[config.mk]
export PLATFORM = sky130hd
export DESIGN_NAME = playback_controller_flat
export DESIGN_NICKNAME = d
export VERILOG_FILES = /design/src/rtl/playback_pkg.sv /design/src/rtl/playback_if.sv /design/src/rtl/tempo_beat_counter.sv /design/src/rtl/playback_controller.sv /design/src/flat_wrapper.sv
export SDC_FILE = /design/constraint.sdc
export NUM_CORES = 1
export LEC_CHECK = 0
export CORE_UTILIZATION = 50
export CTS_CLUSTER_DIAMETER = 80
export DETAILED_ROUTE_END_ITERATION = 12
export HOLD_SLACK_MARGIN = 0.1
export PLACE_DENSITY = 0.83
export SLEW_MARGIN = 20
export SYNTH_ARGS = -nofsm -noshare
export SYNTH_HDL_FRONTEND = slang
export SYNTH_SLANG_ARGS = --single-unit
[constraint.sdc]
create_clock -name clk -period 4.55 [get_ports clk]
set_input_delay 0.91 -clock clk [delete_from_list [all_inputs] [get_ports clk]]
set_output_delay 0.91 -clock clk [all_outputs]
set_load 0.05 [all_outputs]
[src/rtl/playback_pkg.sv]
// Shared encodings for the playback controller: FSM states, repeat-mode codes, tempo codes.
package playback_pkg;

  typedef enum logic [1:0] {
    ST_PAUSED  = 2'd0,
    ST_PLAYING = 2'd1,
    ST_LOAD    = 2'd2
  } state_e;

  // Code 2'b11 is reserved; on both inputs it behaves like the 2'b00 code.
  localparam logic [1:0] RPT_OFF = 2'b00;
  localparam logic [1:0] RPT_ONE = 2'b01;
  localparam logic [1:0] RPT_ALL = 2'b10;

  localparam logic [1:0] TEMPO_NORMAL = 2'b00;
  localparam logic [1:0] TEMPO_DOUBLE = 2'b01;
  localparam logic [1:0] TEMPO_HALF   = 2'b10;

endpackage

[src/rtl/playback_if.sv]
// Control/status bundle between the player front panel, codec, song reader and the controller.
// Buttons and song_done are single-cycle pulses, not a valid/ready handshake: each pulse is one event.
interface playback_if #(parameter int SONG_W = 2);
  import playback_pkg::*;

  logic              play_button;
  logic              next_button;
  logic              prev_button;
  logic [1:0]        repeat_mode;
  logic [1:0]        tempo;
  logic              new_frame;
  logic              song_done;
  logic              play;
  logic              reset_player;
  logic [SONG_W-1:0] song;
  logic              generate_next_sample;
  logic              beat;
  state_e            state;

  modport master (
    output play_button, next_button, prev_button, repeat_mode, tempo, new_frame, song_done,
    input  play, reset_player, song, generate_next_sample, beat, state
  );

  modport slave (
    input  play_button, next_button, prev_button, repeat_mode, tempo, new_frame, song_done,
    output play, reset_player, song, generate_next_sample, beat, state
  );

endinterface

[src/rtl/tempo_beat_counter.sv]
// Counts sample pulses and emits a one-cycle beat every L pulses, L chosen live from tempo.
module tempo_beat_counter
  import playback_pkg::*;
#(
  parameter int BEAT_COUNT = 1000,
  parameter int CNT_W      = 11
) (
  input  logic       clk,
  input  logic       reset,
  input  logic       clear,
  input  logic       en,
  input  logic [1:0] tempo,
  output logic       beat
);

  logic [CNT_W-1:0] cnt_q, cnt_d;
  logic             beat_q, beat_d;
  logic [CNT_W-1:0] limit_m1;

  always_comb begin
    case (tempo)
      TEMPO_DOUBLE: limit_m1 = CNT_W'(BEAT_COUNT / 2 - 1);
      TEMPO_HALF:   limit_m1 = CNT_W'(2 * BEAT_COUNT - 1);
      default:      limit_m1 = CNT_W'(BEAT_COUNT - 1);
    endcase

    cnt_d  = cnt_q;
    beat_d = 1'b0;
    // Compare with >= so a tempo speed-up past the current count fires on the next pulse.
    if (clear) begin
      cnt_d = '0;
    end else if (en) begin
      if (cnt_q >= limit_m1) begin
        cnt_d  = '0;
        beat_d = 1'b1;
      end else begin
        cnt_d = cnt_q + CNT_W'(1);
      end
    end
  end

  always_ff @(posedge clk) begin
    if (reset) begin
      cnt_q  <= '0;
      beat_q <= 1'b0;
    end else begin
      cnt_q  <= cnt_d;
      beat_q <= beat_d;
    end
  end

  assign beat = beat_q;

endmodule

[src/rtl/playback_controller.sv]
// Play/pause/skip FSM with a one-cycle LOAD state, frame-strobe edge detector and tempo beat counter.
module playback_controller
  import playback_pkg::*;
#(
  parameter int NUM_SONGS  = 4,
  parameter int SONG_W     = 2,
  parameter int BEAT_COUNT = 1000,
  parameter int CNT_W      = 11
) (
  input logic      clk,
  input logic      reset,
  playback_if.slave pb
);

  state_e            state_q, state_d;
  state_e            ret_q, ret_d;
  logic [SONG_W-1:0] song_q, song_d;
  logic              play_q, play_d;
  logic              reset_player_q, reset_player_d;
  logic              new_frame_q, new_frame_d;
  logic              gen_q, gen_d;

  function automatic logic [SONG_W-1:0] song_inc(input logic [SONG_W-1:0] s);
    return (s == SONG_W'(NUM_SONGS - 1)) ? '0 : s + SONG_W'(1);
  endfunction

  function automatic logic [SONG_W-1:0] song_dec(input logic [SONG_W-1:0] s);
    return (s == '0) ? SONG_W'(NUM_SONGS - 1) : s - SONG_W'(1);
  endfunction

  always_comb begin
    state_d = state_q;
    ret_d   = ret_q;
    song_d  = song_q;
    // The if/else chain encodes event priority: play > next > prev > song_done.
    case (state_q)
      ST_PAUSED: begin
        if (pb.play_button) begin
          state_d = ST_PLAYING;
        end else if (pb.next_button) begin
          state_d = ST_LOAD; ret_d = ST_PAUSED; song_d = song_inc(song_q);
        end else if (pb.prev_button) begin
          state_d = ST_LOAD; ret_d = ST_PAUSED; song_d = song_dec(song_q);
        end
      end
      ST_PLAYING: begin
        if (pb.play_button) begin
          state_d = ST_PAUSED;
        end else if (pb.next_button) begin
          state_d = ST_LOAD; ret_d = ST_PLAYING; song_d = song_inc(song_q);
        end else if (pb.prev_button) begin
          state_d = ST_LOAD; ret_d = ST_PLAYING; song_d = song_dec(song_q);
        end else if (pb.song_done) begin
          state_d = ST_LOAD;
          case (pb.repeat_mode)
            RPT_ONE: ret_d = ST_PLAYING;
            RPT_ALL: begin ret_d = ST_PLAYING; song_d = song_inc(song_q); end
            default: begin ret_d = ST_PAUSED;  song_d = song_inc(song_q); end
          endcase
        end
      end
      ST_LOAD: state_d = ret_q;
      default: state_d = ST_PAUSED;
    endcase

    play_d         = (state_d == ST_PLAYING);
    reset_player_d = (state_d == ST_LOAD);
    new_frame_d    = pb.new_frame;
    gen_d          = pb.new_frame & ~new_frame_q;
  end

  always_ff @(posedge clk) begin
    if (reset) begin
      state_q        <= ST_PAUSED;
      ret_q          <= ST_PAUSED;
      song_q         <= '0;
      play_q         <= 1'b0;
      reset_player_q <= 1'b0;
      new_frame_q    <= 1'b0;
      gen_q          <= 1'b0;
    end else begin
      state_q        <= state_d;
      ret_q          <= ret_d;
      song_q         <= song_d;
      play_q         <= play_d;
      reset_player_q <= reset_player_d;
      new_frame_q    <= new_frame_d;
      gen_q          <= gen_d;
    end
  end

  tempo_beat_counter #(
    .BEAT_COUNT(BEAT_COUNT),
    .CNT_W     (CNT_W)
  ) u_beat (
    .clk  (clk),
    .reset(reset),
    .clear(state_q == ST_LOAD),
    .en   (gen_q & play_q),
    .tempo(pb.tempo),
    .beat (pb.beat)
  );

  assign pb.play                 = play_q;
  assign pb.reset_player         = reset_player_q;
  assign pb.song                 = song_q;
  assign pb.generate_next_sample = gen_q;
  assign pb.state                = state_q;

endmodule

[src/flat_wrapper.sv]
// flat-port wrapper written by rule: the top's interface ports become plain ports
module playback_controller_flat import playback_pkg::*;
#(
  parameter int NUM_SONGS  = 4,
  parameter int SONG_W     = 2,
  parameter int BEAT_COUNT = 1000,
  parameter int CNT_W      = 11
)
  (clk, reset, pb_play_button, pb_next_button, pb_prev_button, pb_repeat_mode, pb_tempo, pb_new_frame, pb_song_done, pb_play, pb_reset_player, pb_song, pb_generate_next_sample, pb_beat, pb_state);
  playback_if #(.SONG_W(SONG_W)) pb_i ();
  input logic clk;
  input logic reset;
  input wire logic [$bits(pb_i.play_button)-1:0] pb_play_button;
  input wire logic [$bits(pb_i.next_button)-1:0] pb_next_button;
  input wire logic [$bits(pb_i.prev_button)-1:0] pb_prev_button;
  input wire logic [$bits(pb_i.repeat_mode)-1:0] pb_repeat_mode;
  input wire logic [$bits(pb_i.tempo)-1:0] pb_tempo;
  input wire logic [$bits(pb_i.new_frame)-1:0] pb_new_frame;
  input wire logic [$bits(pb_i.song_done)-1:0] pb_song_done;
  output wire logic [$bits(pb_i.play)-1:0] pb_play;
  output wire logic [$bits(pb_i.reset_player)-1:0] pb_reset_player;
  output wire logic [$bits(pb_i.song)-1:0] pb_song;
  output wire logic [$bits(pb_i.generate_next_sample)-1:0] pb_generate_next_sample;
  output wire logic [$bits(pb_i.beat)-1:0] pb_beat;
  output wire logic [$bits(pb_i.state)-1:0] pb_state;
  assign pb_i.play_button = pb_play_button;
  assign pb_i.next_button = pb_next_button;
  assign pb_i.prev_button = pb_prev_button;
  assign pb_i.repeat_mode = pb_repeat_mode;
  assign pb_i.tempo = pb_tempo;
  assign pb_i.new_frame = pb_new_frame;
  assign pb_i.song_done = pb_song_done;
  assign pb_play = pb_i.play;
  assign pb_reset_player = pb_i.reset_player;
  assign pb_song = pb_i.song;
  assign pb_generate_next_sample = pb_i.generate_next_sample;
  assign pb_beat = pb_i.beat;
  assign pb_state = pb_i.state;
  playback_controller #(.NUM_SONGS(NUM_SONGS), .SONG_W(SONG_W), .BEAT_COUNT(BEAT_COUNT), .CNT_W(CNT_W)) u_core (.clk(clk), .reset(reset), .pb(pb_i));
endmodule
==> impl_metrics.json, run 1 <==
{
  "status": "complete, no violations",
  "maxSlewViolCount": 0,
  "antenna_found_initial": 0,
  "power.density_nw_per_um2": 243,
  "h-tree-depth": 1,
  "cp-end-kind": "register",
  "worstSkewPairLatency_ns": 0.31,
  "ys_ff_latch": 21,
  "grt_overflow": 0,
  "portBuffers": 18,
  "grt_pass1_vias": 1008,
  "root_buffer": "clkbuf_4",
  "die-area_um2": 2670,
  "path_clk_slew_ns": 0.12,
  "fin_crit_sh": 0.596,
  "layout.cells.non_filler": 176,
  "final_antenna_net_count": 0,
  "synth.yosys.seq_area_share": 0.341,
  "grt_use_total": 0.217,
  "cts_resized": 0,
  "grt_start_max_net_pins": 13,
  "arrival_ns": 2.95,
  "fp.dieW_um": 51.7,
  "numCtsBuffers": 3,
  "slew_headroom": 0.612,
  "p_clk_frac": 0.263,
  "io_pins": 19,
  "fin_area_um2": 1450,
  "postCtsSetupBuffers": 0,
  "synth_fp_nets": 152,
  "placed_area_um2": 1420,
  "crit-reg2reg-launch": "u_core.u_beat.cnt_q[2]$_SDFFE_PP0P_",
  "timing_worst_setup_path_type": "in2reg",
  "drv_cap": 0,
  "coreArea_um2": 2280,
  "final.setup.tns_ns": 0,
  "dp_cells": 172,
  "syn-cell-area_um2": 1230,
  "p_switching_mw": 0.101,
  "min_path_type": "reg2reg",
  "period_needed_ns": 2.71,
  "syn_avg_cell_area_um2": 9.42,
  "crit_start": "pb_tempo[1]",
  "initial_core_util": 0.542,
  "switching_share": 0.289,
  "drc": 0,
  "vias": 1008,
  "gp_congestion": 0.864,
  "setup_violations": 0,
  "dp_slack_ns": 1.52,
  "grt_pass1_wl_mm": 4.39,
  "worst_setup_path_start_kind": "input port",
  "reg2reg_depth": 5,
  "r2r_slack_ns": 2.56,
  "cts_tree": "done",
  "dp_hpwl_mm": 1.82,
  "die_height_um": 51.7,
  "fin_ws_ns": 1.84,
  "synth_cell_types": 40,
  "worst_pin_slew_ns": 0.583,
  "holdBufCountCts": 0,
  "clockBufferDepth": 2,
  "vias_per_cell": 5.73,
  "fin_nets": 170,
  "ys_warn_count": 0,
  "max_freq_mhz": 368,
  "power_frac_comb": 0.180,
  "syn_to_final_growth_pct": 17.3,
  "p_leak_nw": 0.523,
  "rows": 17,
  "p_seq_frac": 0.556,
  "timing.rr.end": "u_core.u_beat.cnt_q[7]$_SDFFE_PP0P_",
  "cp_max_fo": 8,
  "netlist_instances": 131,
  "drive_gt1_frac": 0.101,
  "post_drt_wl_per_cell_um": 13.7,
  "routed_wl_mm": 2.42,
  "cts.sinks": 21,
  "firstDrtPassIters": 5,
  "clock_skew_ns": 0.00845,
  "antennaDiodeCount": 0,
  "internal-power_mw": 0.250,
  "worstPathRequired_ns": 4.79,
  "crit_end": "u_core.u_beat.cnt_q[7]$_SDFFE_PP0P_",
  "finalPower_mw": 0.352,
  "rsz0062_at_grt": "false",
  "first_iter_violations": 23,
  "peakVddDrop_v": 0.000210,
  "hold_violations": 0
}
-- cell type report --
class / instances / area [µm²]
Inverter: 9 / 33.8
Multi-Input combinational cell: 96 / 752
Timing Repair Buffer: 18 / 180
Sequential cell: 21 / 420
Tap cell: 28 / 35.0
Fill cell: 183 / 828
Clock buffer: 4 / 26.3
-- stage by stage --
step	utilization	hold slack (ns)
2_1_floorplan	-	0.367
3_3_place_gp	0.625	0.379
3_5_place_dp	0.625	0.396
4_1_cts	0.636	0.413
5_1_grt	0.636	0.426
6_report	0.636	0.405
-- worst max-delay path, stage by stage --
cell             delay (ns)
clkdlybuf4s50_1        0.46
nand2b_1               0.12
inv_1                  0.07
ha_1                   0.28
o2111a_1               0.26
a221oi_4               0.43
o21ai_4                0.17
a211oi_2               0.25
-- routing by layer --
layer	global-route usage	part of all wire
met3	0.0380	0.033
met1	0.293	0.50
met4	0.0676	0.0087
met5	0	0
met2	0.351	0.45
-- registers in the layout, indices dropped and copies added, names as in the netlist --
signal and cells:
u_core.u_beat.beat 1, u_core.pb.state 2, u_core.ret_q 1, u_core.u_beat.cnt_q 11, u_core.pb.play 1, u_core.new_frame_q 1
u_core.pb.reset_player 1, u_core.pb.song 2, u_core.pb.generate_next_sample 1
-- cell usage after synthesis --
cell type	instances	area (µm²)
xor2_1	2	17.5
nand2b_1	1	6.26
a21oi_2	1	8.76
nand3_1	3	15.0
a211o_1	1	8.76
nor4b_1	1	8.76
a311oi_1	1	8.76
dfxtp_1	21	420
o2111ai_1	3	26.3
and2_1	1	6.26
nor4_1	1	6.26
mux2i_1	2	20.0
nor2_1	10	37.5
nor3_1	4	20.0
buf_2	1	5.00
a211oi_2	7	87.6
nor2b_1	5	31.3
buf_1	1	3.75
nand3b_1	1	7.51
or2_1	1	6.26
nor3b_2	1	12.5
o211a_1	1	10.0
nor3b_1	1	7.51
inv_1	9	33.8
a31oi_1	2	12.5
nand2_1	9	33.8
nand4_2	1	12.5
clkbuf_1	2	7.51
o211ai_1	2	15.0
o21ai_0	2	10.0
o2111a_1	1	11.3
a21oi_1	4	20.0
ha_1	10	125
a211oi_1	4	30.0
buf_6	1	11.3
o21ai_4	1	16.3
nand4_1	3	18.8
xnor2_1	6	52.6
a21o_1	2	15.0
a221oi_4	1	26.3
-- cell usage in the layout (no fill, tap or decap), drive strengths merged --
| master | instances |
|---|---|
| nand2b | 1 |
| ha | 10 |
| o2111ai | 3 |
| a311oi | 1 |
| nor2 | 10 |
| o21ai | 3 |
| a211o | 1 |
| inv | 9 |
| a21oi | 5 |
| o211a | 1 |
| a31oi | 2 |
| o211ai | 2 |
| nor2b | 5 |
| nor4b | 1 |
| nand3b | 1 |
| o2111a | 1 |
| a211oi | 11 |
| mux2i | 2 |
| dfxtp | 21 |
| nor3b | 2 |
| nor4 | 1 |
| nand2 | 9 |
| xnor2 | 6 |
| a221oi | 1 |
| nand3 | 3 |
| and2 | 1 |
| nand4 | 4 |
| clkdlybuf4s50 | 18 |
| a21o | 2 |
| clkbuf | 4 |
| or2 | 1 |
| nor3 | 4 |
| xor2 | 2 |
-- worst min-delay path by stage --
stage               cells past startpoint  slack, ns                           from                                   endpoint
finish                                  1       0.41  u_core.new_frame_q$_SDFF_PP0_  u_core.pb.generate_next_sample$_SDFF_PP0_
global route                            1       0.43  u_core.new_frame_q$_SDFF_PP0_  u_core.pb.generate_next_sample$_SDFF_PP0_
CTS                                     1       0.41  u_core.new_frame_q$_SDFF_PP0_  u_core.pb.generate_next_sample$_SDFF_PP0_
detailed placement                      1       0.40  u_core.new_frame_q$_SDFF_PP0_  u_core.pb.generate_next_sample$_SDFF_PP0_
global placement                        1       0.38  u_core.new_frame_q$_SDFF_PP0_  u_core.pb.generate_next_sample$_SDFF_PP0_
floorplan                               1       0.37  u_core.new_frame_q$_SDFF_PP0_  u_core.pb.generate_next_sample$_SDFF_PP0_
-- cells by family after synthesis --
| family | after synthesis | synth area share |
|---|---|---|
| AOI/OAI and AO/OA | 33 | 0.248 |
| DFF | 21 | 0.341 |
| and+or+nand+nor | 43 | 0.187 |
| xor gates and xnor gates | 8 | 0.0568 |
| adders and majority gates | 10 | 0.101 |
| muxes | 2 | 0.0162 |
| buffers and inverters | 14 | 0.0497 |
-- power by group through the flow --
stage               logic (mW)  clock network [mW]  registers [mW]
global route            0.0700              0.0993           0.197
global placement        0.0617                   0           0.200
floorplan               0.0261                   0           0.214
CTS                     0.0636              0.0931           0.196
detailed placement      0.0634                   0           0.200
finish                  0.0634              0.0926           0.196
No activity file was read; power rests on OpenSTA's default activity.
==> run 2: changes to the inputs <==
==> constraint.sdc (replaced) <==
create_clock -name clk -period 2.8 [get_ports clk]
set_input_delay 0.56 -clock clk [delete_from_list [all_inputs] [get_ports clk]]
set_output_delay 0.56 -clock clk [all_outputs]
set_load 0.05 [all_outputs]
==> run 2 against run 1 <==
Effect of this change:
- via count is 0.89% higher
- count of clock-buffer cells in the layout is the same
- first-iteration DRC count down 13%
- worst setup slack got worse by 1.4 ns
- sequential cell count unchanged
- final area stayed put
- clock skew fell by 0.0067 ns
- cell count did not move
- hold slack got worse by 0.00091 ns
- global-route usage fell by 0.10 points
- non-clock buffer count did not move
- critical path depth unchanged
- critical path type unchanged
- critical endpoint is now u_core.u_beat.cnt_q[4]$_SDFFE_PP0P_
==> impl_metrics.json, run 2 (synthesized netlist as in run 1, its figures left out) <==
{
  "crit-reg2reg-launch": "u_core.u_beat.cnt_q[2]$_SDFFE_PP0P_",
  "p_leak_nw": 0.523,
  "rsz0062_at_grt": "false",
  "first_iter_violations": 20,
  "finalPower_mw": 0.564,
  "placed_area_um2": 1420,
  "busiest_layer": "met2",
  "crit_chain": "clkdlybuf4s50_1, nand2b_1, inv_1, ha_1, o2111a_1, a221oi_4, o21ai_4, a211oi_2",
  "internal-power_mw": 0.406,
  "fin_crit_sh": 0.849,
  "grt_use_total": 0.216,
  "hold-path-cell-count": 1,
  "crit_buf_inv": 2,
  "cp_max_fo": 8,
  "clock_skew_ns": 0.00171,
  "path_clk_slew_ns": 0.11,
  "max_stage_delay_ns": 0.46,
  "maxSlewViolCount": 0,
  "groute.layer.met3.usage": 0.0556,
  "peakVddDrop_v": 0.000321,
  "slowest_stage": "clkdlybuf4s50_1",
  "p_seq_frac": 0.563,
  "final.setup.tns_ns": 0,
  "setup_violations": 0,
  "grtUsageMet2": 0.342,
  "cp-end-kind": "register",
  "die_height_um": 51.7,
  "cts_tree": "done",
  "largest_reg_flops": 11,
  "portBuffers": 18,
  "regMostFlops": "u_core.u_beat.cnt_q",
  "fp.dieW_um": 51.7,
  "coreArea_um2": 2280,
  "clockBufferDepth": 2,
  "p_clk_frac": 0.255,
  "drive_gt1_frac": 0.101,
  "power_frac_comb": 0.182,
  "hold_slack_ns": 0.404,
  "cts.sinks": 21,
  "worstPathRequired_ns": 3.02,
  "cts_resized": 0,
  "vias_per_cell": 5.78,
  "r2r_slack_ns": 0.81,
  "routed_wl_mm": 2.37,
  "firstDrtPassIters": 4,
  "final_common_cell": "dfxtp_1",
  "timing.rr.end": "u_core.u_beat.cnt_q[4]$_SDFFE_PP0P_",
  "root_buffer": "clkbuf_4",
  "reg2reg_depth": 5,
  "holdCritStartpoint": "u_core.new_frame_q$_SDFF_PP0_",
  "status": "complete, no violations",
  "fin_ws_ns": 0.422,
  "p_switching_mw": 0.158,
  "vias": 1017,
  "grt_pass1_wl_mm": 4.20,
  "h-tree-depth": 1,
  "io_pins": 19,
  "final_antenna_net_count": 0,
  "switching_share": 0.280,
  "drc": 0,
  "gr-usage-met1": 0.281,
  "period_needed_ns": 2.38,
  "layout.cells.non_filler": 176,
  "grt_start_max_net_pins": 13,
  "holdBufCountCts": 0,
  "arrival_ns": 2.60,
  "grt_overflow": 0,
  "die-area_um2": 2670,
  "cpLargestDelayFamily": "compound AO/OA/AOI/OAI gates",
  "power.density_nw_per_um2": 390,
  "fin_area_um2": 1450,
  "crit_cells": 8,
  "min_to": "u_core.pb.generate_next_sample$_SDFF_PP0_",
  "grt_pass1_vias": 969,
  "fin_nets": 170,
  "antenna_found_initial": 0,
  "rows": 17,
  "syn_to_final_growth_pct": 17.3,
  "worstSkewPairLatency_ns": 0.30,
  "max_freq_mhz": 421,
  "slew_headroom": 0.631,
  "gp_congestion": 0.864,
  "drv_cap": 0,
  "numCtsBuffers": 3,
  "post_drt_wl_per_cell_um": 13.5,
  "post-route-util": 0.636,
  "dp_slack_ns": 0.112,
  "dp_hpwl_mm": 1.78,
  "timing_worst_setup_path_type": "in2reg",
  "min_path_type": "reg2reg",
  "worst_pin_slew_ns": 0.553,
  "hold_violations": 0,
  "postCtsSetupBuffers": 0,
  "final_cell_mix": "dfxtp_1 (21), clkdlybuf4s50_1 (18), nor2_1 (10), ha_1 (10)",
  "antennaDiodeCount": 0,
  "initial_core_util": 0.542,
  "worst_setup_path_start_kind": "input port",
  "dp_cells": 172
}
[run 2: cell type report]
type	count	area [µm²]
flip-flops and latches	21	420
well taps	28	35.0
clock buffers	4	26.3
inverters	9	33.8
fillers	175	828
multi-input cells	96	752
repair buffers	18	180
[run 2: worst register-to-register path, stage by stage (launching register included)]
cell and delay [ns]:
dfxtp_1 0.52, ha_1 0.29, o2111a_1 0.26, a221oi_4 0.42
o21ai_4 0.17, a211oi_2 0.26
[run 2: power by group through the flow]
stage	clock network, mW	registers [mW]	logic [mW]
after global routing	0.162	0.320	0.113
after floorplan	0	0.347	0.0425
after CTS	0.150	0.318	0.103
after detailed placement	0	0.324	0.103
final	0.144	0.318	0.103
after global placement	0	0.324	0.100
[run 2: metal layers]
layer,wire (µm),up-vias
li1,-,511
met1,1160,480
met2,1120,24
met3,82,2
met4,16,0
met5,0,-
[run 2: worst max path at each step]
stage	start	to	slack (ns)
after floorplan	pb_tempo[1]	u_core.u_beat.beat$_SDFF_PP0_	0.74
after global routing	pb_tempo[1]	u_core.u_beat.cnt_q[4]$_SDFFE_PP0P_	0.32
after global placement	pb_tempo[1]	u_core.u_beat.beat$_SDFF_PP0_	0.19
after detailed placement	pb_tempo[1]	u_core.u_beat.cnt_q[4]$_SDFFE_PP0P_	0.11
final	pb_tempo[1]	u_core.u_beat.cnt_q[4]$_SDFFE_PP0P_	0.42
after CTS	pb_tempo[1]	u_core.u_beat.cnt_q[4]$_SDFFE_PP0P_	0.42
